$ cat src/rtl/apb_intc_vectored_if.sv
// APB3 bus bundle for apb_intc_vectored; the clock and reset stay plain ports on the controller.
interface apb_intc_vectored_if;
  logic        PSEL;
  logic        PENABLE;
  logic        PWRITE;
  logic [5:2]  PADDR;
  logic [31:0] PWDATA;
  logic [31:0] PRDATA;

  modport master (
    output PSEL, PENABLE, PWRITE, PADDR, PWDATA,
    input  PRDATA
  );

  modport slave (
    input  PSEL, PENABLE, PWRITE, PADDR, PWDATA,
    output PRDATA
  );
endinterface

$ cat src/rtl/apb_intc_vectored.sv
// Vectored APB3 interrupt controller with per-source edge/level mode, polarity and soft raise.
// Define APB_INTC_SYNC_EN to put a two-flop synchroniser on irq_src.
module apb_intc_vectored #(
  parameter int unsigned NUM_SRC      = 8,
  parameter bit          IRQ_POLARITY = 1'b0
) (
  input  logic                  PCLK,
  input  logic                  PRESET,
  apb_intc_vectored_if.slave    bus,
  input  logic [NUM_SRC-1:0]    irq_src,
  output logic                  IRQ,
  output logic [4:0]            IRQ_ID
);

  localparam logic [31:0] ImplMask = (NUM_SRC >= 32) ? 32'hFFFF_FFFF :
                                     ((32'd1 << NUM_SRC) - 32'd1);

  logic [31:0] en_q, en_d, mode_q, mode_d, pol_q, pol_d, soft_q, soft_d;
  logic [31:0] s_q, s_d, s_prev_q, edge_lat_q, edge_lat_d, prdata_q, prdata_d;
  logic        irq_q, irq_d;
  logic [4:0]  irq_id_q, irq_id_d;

  logic [31:0] src_ext, wdata, ack_vec, pend_clr, edge_set, pending, masked, rdata;
  logic [4:0]  vec;
  logic        any, wr_en, rd_en;

`ifdef APB_INTC_SYNC_EN
  logic [NUM_SRC-1:0] sync1_q, sync2_q;

  always_ff @(posedge PCLK or posedge PRESET) begin
    if (PRESET) begin
      sync1_q <= '0;
      sync2_q <= '0;
    end else begin
      sync1_q <= irq_src;
      sync2_q <= sync1_q;
    end
  end

  assign src_ext = 32'(sync2_q);
`else
  assign src_ext = 32'(irq_src);
`endif

  assign wr_en   = bus.PSEL & bus.PWRITE & ~bus.PENABLE;
  assign rd_en   = bus.PSEL & ~bus.PWRITE & ~bus.PENABLE;
  assign wdata   = bus.PWDATA & ImplMask;
  assign ack_vec = ({27'd0, bus.PWDATA[4:0]} < NUM_SRC) ? (32'd1 << bus.PWDATA[4:0]) : 32'd0;

  always_comb begin
    en_d     = en_q;
    mode_d   = mode_q;
    pol_d    = pol_q;
    soft_d   = soft_q;
    pend_clr = 32'd0;
    if (wr_en) begin
      case (bus.PADDR)
        4'h0: en_d = en_q | wdata;
        4'h1: en_d = en_q & ~wdata;
        4'h2: mode_d = wdata;
        4'h3: pol_d = wdata;
        4'h5: pend_clr = wdata;
        4'h6: soft_d = soft_q | wdata;
        4'h7: soft_d = soft_q & ~wdata;
        4'hA: begin
          pend_clr = ack_vec;
          soft_d   = soft_q & ~ack_vec;
        end
        default: ;
      endcase
    end
  end

  // A fresh edge outranks a same-cycle clear; a level-mode bit never holds a latch.
  assign s_d        = (src_ext ^ pol_q) & ImplMask;
  assign edge_set   = mode_q & s_q & ~s_prev_q;
  assign edge_lat_d = mode_q & (edge_set | (edge_lat_q & ~pend_clr));
  assign pending    = edge_lat_q | (~mode_q & s_q) | soft_q;
  assign masked     = pending & en_q;
  assign any        = |masked;

  always_comb begin
    vec = 5'd0;
    for (int i = 31; i >= 0; i--) begin
      if (masked[i]) vec = 5'(i);
    end
  end

  assign irq_d    = any ^ ~IRQ_POLARITY;
  assign irq_id_d = any ? vec : irq_id_q;

  always_comb begin
    rdata = 32'd0;
    case (bus.PADDR)
      4'h0, 4'h1: rdata = en_q;
      4'h2:       rdata = mode_q;
      4'h3:       rdata = pol_q;
      4'h4:       rdata = s_q;
      4'h5:       rdata = pending;
      4'h6, 4'h7: rdata = soft_q;
      4'h8:       rdata = masked;
      4'h9:       rdata = {any, 26'd0, vec};
      default:    rdata = 32'd0;
    endcase
  end

  assign prdata_d = rd_en ? rdata : 32'd0;

  always_ff @(posedge PCLK or posedge PRESET) begin
    if (PRESET) begin
      en_q       <= 32'd0;
      mode_q     <= 32'd0;
      pol_q      <= 32'd0;
      soft_q     <= 32'd0;
      s_q        <= 32'd0;
      s_prev_q   <= 32'd0;
      edge_lat_q <= 32'd0;
      prdata_q   <= 32'd0;
      irq_q      <= ~IRQ_POLARITY;
      irq_id_q   <= 5'd0;
    end else begin
      en_q       <= en_d;
      mode_q     <= mode_d;
      pol_q      <= pol_d;
      soft_q     <= soft_d;
      s_q        <= s_d;
      s_prev_q   <= s_q;
      edge_lat_q <= edge_lat_d;
      prdata_q   <= prdata_d;
      irq_q      <= irq_d;
      irq_id_q   <= irq_id_d;
    end
  end

  assign bus.PRDATA = prdata_q;
  assign IRQ        = irq_q;
  assign IRQ_ID     = irq_id_q;

endmodule

$ cat src/flat_wrapper.sv
// flat-port wrapper written by rule: the top's interface ports become plain ports
module apb_intc_vectored_flat 
#(
  parameter int unsigned NUM_SRC      = 8,
  parameter bit          IRQ_POLARITY = 1'b0
)
  (PCLK, PRESET, irq_src, IRQ, IRQ_ID, bus_PSEL, bus_PENABLE, bus_PWRITE, bus_PADDR, bus_PWDATA, bus_PRDATA);
  apb_intc_vectored_if bus_i ();
  input  logic PCLK;
  input  logic PRESET;
  input  logic [NUM_SRC-1:0] irq_src;
  output logic IRQ;
  output logic [4:0] IRQ_ID;
  input wire logic [$bits(bus_i.PSEL)-1:0] bus_PSEL;
  input wire logic [$bits(bus_i.PENABLE)-1:0] bus_PENABLE;
  input wire logic [$bits(bus_i.PWRITE)-1:0] bus_PWRITE;
  input wire logic [$bits(bus_i.PADDR)-1:0] bus_PADDR;
  input wire logic [$bits(bus_i.PWDATA)-1:0] bus_PWDATA;
  output wire logic [$bits(bus_i.PRDATA)-1:0] bus_PRDATA;
  assign bus_i.PSEL = bus_PSEL;
  assign bus_i.PENABLE = bus_PENABLE;
  assign bus_i.PWRITE = bus_PWRITE;
  assign bus_i.PADDR = bus_PADDR;
  assign bus_i.PWDATA = bus_PWDATA;
  assign bus_PRDATA = bus_i.PRDATA;
  apb_intc_vectored #(.NUM_SRC(NUM_SRC), .IRQ_POLARITY(IRQ_POLARITY)) u_core (.PCLK(PCLK), .PRESET(PRESET), .bus(bus_i), .irq_src(irq_src), .IRQ(IRQ), .IRQ_ID(IRQ_ID));
endmodule
$ cat config.mk
export PLATFORM = sky130hd
export DESIGN_NAME = apb_intc_vectored_flat
export DESIGN_NICKNAME = d
export VERILOG_FILES = /design/src/rtl/apb_intc_vectored_if.sv /design/src/rtl/apb_intc_vectored.sv /design/src/flat_wrapper.sv
export SDC_FILE = /design/constraint.sdc
export NUM_CORES = 1
export LEC_CHECK = 0
export ABC_AREA = 1
export BUFFER_PORTS_ARGS = -buffer_cell sky130_fd_sc_hd__buf_2
export CAP_MARGIN = 20
export CORE_ASPECT_RATIO = 0.75
export CORE_MARGIN = 3
export CORE_UTILIZATION = 50
export DETAILED_ROUTE_END_ITERATION = 16
export GPL_TIMING_DRIVEN = 0
export HOLD_SLACK_MARGIN = 0.02
export PLACE_DENSITY = 0.84
export SLEW_MARGIN = 40
export SYNTH_ARGS = -nofsm -noshare
export SYNTH_HDL_FRONTEND = slang
export SYNTH_SLANG_ARGS = --single-unit
$ cat constraint.sdc
create_clock -name PCLK -period 3.47 [get_ports PCLK]
set_input_delay 0.347 -clock PCLK [delete_from_list [all_inputs] [get_ports PCLK]]
set_output_delay 0.347 -clock PCLK [all_outputs]
set_load 0.02 [all_outputs]
# After elaboration in Yosys (flattened, before gate mapping)

Cells that the tools add are included.

Register bits: 166
Bits of input ports: 49
Output and inout bits: 38
Logic and storage cells: 98

Order comparisons: 1
Equal/unequal tests: 10
Shift operators: 1
Multiplexer cells: 39
Bitwise operators: 27
Reduce and logical (&&, ||, !) cells: 10

Operators with widths:

| kind                 | number |
|---|---|
| $pmux 32 s8          | 1 |
| $and 32x32->32       | 6 |
| $mux 5               | 32 |
| $pmux 32 s2          | 2 |
| $mux 32              | 3 |
| $not 8->32           | 3 |
| $or 32x32->32        | 3 |
| $pmux 32 s3          | 1 |
| $not 32->32          | 2 |
| $or 32x8->32         | 2 |
| $and 32x8->32        | 1 |
| $and 8x32->32        | 1 |
| $reduce_or 32->1     | 1 |
| $shl 1x5->32 const A | 1 |
| $eq 4x3->1 const B   | 4 |
| $eq 4x4->1 const B   | 3 |
| $and 8x8->8          | 1 |
| $eq 4x2->1 const B   | 2 |
| $reduce_and 2->1     | 4 |
| $xor 8x8->8          | 1 |
| $lt 5x4->1 const B   | 1 |
| $and 1x1->1          | 4 |
| $eq 4x1->1 const B   | 1 |
| $logic_not 4->1      | 1 |
| 4 further kinds      | 7 |

# Logic depth before layout (Yosys ltp)

Word-level depth: 39
Depth in mapped cells: 12
Mapped depth without buffers: 12

# Least setup slack after synthesis

No wires, ideal clock.

Kind: input-to-reg
Start: in bus_PADDR[3]
End: reg u_core.edge_lat_q[1]
Data arrival time: 1.355 ns
Data required time: 3.344 ns
Setup slack: 1.989 ns
Stages on the path: 7
Path buffers: 1
Cell sequence: inv_1 > nand2_4 > nor2_1 > buf_4 > a21oi_1 > o21ai_0 > a21oi_1

Word-level cells in the longest chain between the ends: 7

Ends and longest elaborated chain:

| item                                     | line                     | text |
|---|---|---|
| from (decl)                              | flat_wrapper.sv:17       | `input wire logic [$bits(bus_i.PADDR)-1:0] bus_PADDR;` |
| $eq 4x4->1 or $eq 4x3->1 (tied branches) | apb_intc_vectored.sv:57  | `case (bus.PADDR)` |
| $pmux 32 s2 *                            | apb_intc_vectored.sv:57  |  |
| $mux 32 *                                | apb_intc_vectored.sv:56  | `if (wr_en) begin` |
| $not 32->32 *                            | apb_intc_vectored.sv:77  | `assign edge_lat_d = mode_q & (edge_set \| (edge_lat_q & ~pend_clr));` |
| $and 32x32->32 *                         | apb_intc_vectored.sv:77  |  |
| $or 32x32->32 *                          | apb_intc_vectored.sv:77  |  |
| $and 8x32->32 *                          | apb_intc_vectored.sv:77  |  |
| net u_core.edge_lat_d[1]                 | apb_intc_vectored.sv:19  | `logic [31:0] s_q, s_d, s_prev_q, edge_lat_q, edge_lat_d, prdata_q, prdata_d;` |
| to (signal assigned)                     | apb_intc_vectored.sv:128 | `edge_lat_q <= edge_lat_d;` |
| to (decl)                                | apb_intc_vectored.sv:19  |  |

The timed path passes the listed nets; every way through them passes the cells marked *.
A chain may end at the register's enable or synchronous reset.

# Worst setup path in the final report

Start: in bus_PADDR[0]
End: reg u_core.soft_q[2]

Word-level cells in the longest chain between the ends: 3

Ends and longest elaborated chain:

| item                                     | line                     | text |
|---|---|---|
| $eq 4x4->1 or $eq 4x3->1 (tied branches) | apb_intc_vectored.sv:57  |  |
| $reduce_bool 3->1 (no source line)       | n/a                      |  |
| $reduce_and 2->1 (no source line)        | n/a                      |  |
| to (signal assigned)                     | apb_intc_vectored.sv:125 | `soft_q <= soft_d;` |
| to (decl)                                | apb_intc_vectored.sv:18  | `logic [31:0] en_q, en_d, mode_q, mode_d, pol_q, pol_d, soft_q, soft_d;` |

Parallel ways exist; a longest one is shown, timed or not.

==> summary.md <==
| Metric | Value |
|---|---|
| Max IR drop VDD | about 0.36 mV |
| Top cells by area, synth | dfrtp_1 60%, nand2_1 11%, nor2_1 4.5%, a21oi_1 4.4%, inv_1 3.2% |
| Cells resized by post-CTS repair | 0 |
| Cell Rows | 30 |
| DRC | 0 |
| CTS Root Cell | clkbuf_16 |
| Total GRT Usage | between 20% and 30% |
| CTS Hold Buffers Added | 1 |
| CP Max Fanout | 10 |
| Async SR Flop Fraction | 100% |
| Worst Hold Depth | 2 |
| WS Path Type | input pin to register |
| Syn-to-layout area delta | 22.7% |
| Filler cell count | between 700 and 800 |
| Design Area, Final | between 0.005 and 0.006 mm^2 |
| Max-Cap Viols | 0 |
| Most common cell in the netlist | nand2_1 |
| Unique masters post-synth | 33 |
| Final antenna-violating net count | 0 |
| I/O pin count | a little under 90 |
| Synth area leader | dfrtp_1 |
| Grt ovf | 0 |
| Fmax | 581 MHz |
| Post-synthesis sequential area ratio | between 60% and 70% |
| Total wire length | about 12 mm |
| Min-Delay Endpoint | u_core.s_q[4]$_DFF_PP0_ |
| Worst Path Required | about 3.7 ns |
| Vias/cell | 5.44 |
| CTS HTree Levels | 4 |
| Ys flop type | dfrtp_1 |
| Vias in the first global route | between 4k and 5k |
| Gp weighted congestion | ~0.95 |
| Clock Latency Late Sink | about 0.4 ns |
| Post-Syn Area | roughly 0.0048 mm^2 |
| # diodes | 0 |
| Worst min-delay path class | input pin to register |
| Layout cell share with drive strength beyond 1 | 17.6% |
| EDFF count, synth | 0 |
| Crit Reg-Reg Startpoint | u_core.soft_q[5]$_DFFE_PP0P_ |
| Slowest-stage cell, CP | nor3_4 |
| Placed Area | around 0.0053 mm^2 |
| Initial Utilization | 52.2% |
| Clk_skew | between 0.007 and 0.008 ns |
| Final setup vio count | 0 |
| CTS Buf Count | 17 |
| R2R cell count | 8 |
| # Post-CTS Setup Buffers | 0 |
| Fin. Hold Viols | 0 |
| Critical Path AT | about 2 ns |
| Die ar. | between 0.01 and 0.015 mm^2 |
| Hold wc startpoint | irq_src[4] |
| Initial antenna violation count | 0 |
| Post-synth top area share | around 60% |
| Final std cells w/o fill | between 700 and 800 |
| Final setup TNS | 0 ns |
| CP startpoint kind | input pin |
| Clock transition at path regs | roughly 0.05 ns |
| Clk sinks | roughly 120 |
| Dpl hpwl | just over 8 mm |
| Max clock buf depth | 2 |
| Largest net degree at the start of global routing | about 70 |
| Vias post-DR | between 4k and 5k |
| Cell count after synthesis | roughly 530 |
| Power Total | around 3.7 mW |
| Relative slew slack | roughly 45% |
| Static leakage | between 2 and 3 nW |
| Min Hold Slack | around 0.11 ns |
| Final period utilization | 49.6% |
| DRT iter0 DRCs | ~420 |
| Placed cell count | 715 |
| Global-route wire length before repair | 19.6 mm |
| Slew Limit Fails | 0 |
| Core box area | about 0.0092 mm^2 |
| DR pass1 iterations | 6 |
| Drt wl/cell | roughly 16 um |
| R2R Setup Slk | around 2.0 ns |
| CP Capture Type | register |
| Worst path cell trace | buf_2 > inv_1 > nand2_1 > nor3_4 > inv_2 > a21oi_2 > a31oi_1 |
| Height of the chip | 90.8 um |
| RSZ-0062 raised after global routing | no |
| YS warnings | 0 |
| Critical Path Max Stage Delay | just under 0.5 ns |
| Status | finished clean |
| Slew at the pin closest to its max-slew limit | approximately 0.83 ns |
| Seq cells post-synth | between 100 and 150 |
| Final Critical Period | about 1.7 ns |
| CTS tree | done |
| Die width | 119 um |
| Post-synth top cells | 136 x nand2_1, 115 x dfrtp_1, 58 x nor2_1, 42 x a21oi_1, 41 x inv_1 |
| Layout net count | ~660 |
| Pwr dens | 631 mW/mm^2 |
| FF-to-FF End | u_core.bus.PRDATA[31]$_DFF_PP0_ |
| Avg Cell Area, Syn | between 9 and 10 um^2 |
| PortBufs | between 50 and 60 |
[through the flow]
stage / worst slack (ns) / utilization [%]
4_1_cts: 1.81 / 64.0
3_5_place_dp: 1.41 / 57.5
3_3_place_gp: -1.02 / 57.1
6_report: 1.75 / 64.0
5_1_grt: 1.60 / 64.0
2_1_floorplan: 0.0522 / -
[worst max-delay path by stage]
stage	startpoint	end	slack, ns
floorplan	PRESET	async pin	0.05
global placement	PRESET	u_core.edge_lat_q[6]$_DFF_PP0_	-1.02
detailed placement	bus_PENABLE	register	1.41
global route	bus_PADDR[0]	u_core.soft_q[2]$_DFFE_PP0P_	1.60
finish	bus_PADDR[0]	u_core.soft_q[2]$_DFFE_PP0P_	1.75
CTS	bus_PADDR[0]	u_core.soft_q[2]$_DFFE_PP0P_	1.81
[power by group]
| part | leakage, nW | switching [mW] | internal [mW] |
|---|---|---|---|
| clock network | 0.299 | 0.588 | 1.12 |
| logic | 1.08 | 0.291 | 0.145 |
| registers | 1.55 | 0.0899 | 1.48 |
| total | 2.93 | 0.969 | 2.74 |
[logic make-up (layout without fill, tap and decap cells)]
kind of cell,count (synthesis),in the layout,share of synthesized area [%]
buf+inv,83,175,6.89
xor+xnor,8,8,1.46
compound gates,107,107,12.8
flops,116,116,60.5
simple gates,212,212,18.2
other cells,1,2,0.0782
[critical path: cells and delay by family]
family / cells / cell delay (ns)
compound gates: 2 / 0.62
simple gates: 2 / 0.57
buf+inv: 3 / 0.42
[metal layers]
layer | GRT usage [%] | wire length (um) | up-vias
met5 | 0 | 0 | -
met4 | 10.6 | 300 | 0
met3 | 9.52 | 1260 | 45
met2 | 35.0 | 5530 | 243
met1 | 29.9 | 4940 | 1927
li1 | - | - | 1851
[sequential cells by signal (all words and copies together), names as in the netlist, named ones only]
signal,cells
u_core.bus.PRDATA,32
u_core.soft_q,32
u_core.edge_lat_q,8
u_core.mode_q,8
u_core.pol_q,8
u_core.s_prev_q,8
u_core.s_q,8
u_core.IRQ_ID,3
u_core.IRQ,1
[layout by cell type (no fill, tap or decap), drive strengths merged]
| master | n |
|---|---|
| a22o | 3 |
| nor3 | 5 |
| nor2 | 60 |
| a31oi | 17 |
| o2111ai | 1 |
| conb | 2 |
| nand4 | 2 |
| inv | 43 |
| dlygate4sd3 | 1 |
| buf | 69 |
| dfstp | 1 |
| nand2 | 137 |
| o21ai | 30 |
| o22ai | 2 |
| nand3 | 6 |
| a22oi | 1 |
| nor3b | 1 |
| a21oi | 43 |
| clkbuf | 51 |
| a221oi | 8 |
| dfrtp | 115 |
| nor4 | 1 |
| clkinv | 9 |
| xor2 | 8 |
| bufinv | 2 |
| a211oi | 2 |
[layout make-up]
class | count | area (um^2) | area share (%)
tap | 128 | 160 | 2.72
buffer | 39 | 165 | 2.81
inverter | 44 | 173 | 2.93
clock buffer | 22 | 484 | 8.23
clock inverter | 10 | 104 | 1.76
timing repair buffer | 60 | 328 | 5.57
sequential | 116 | 2900 | 49.4
multi-input combinational | 329 | 1570 | 26.6
Note: power is estimated with default switching activity, not from simulation.
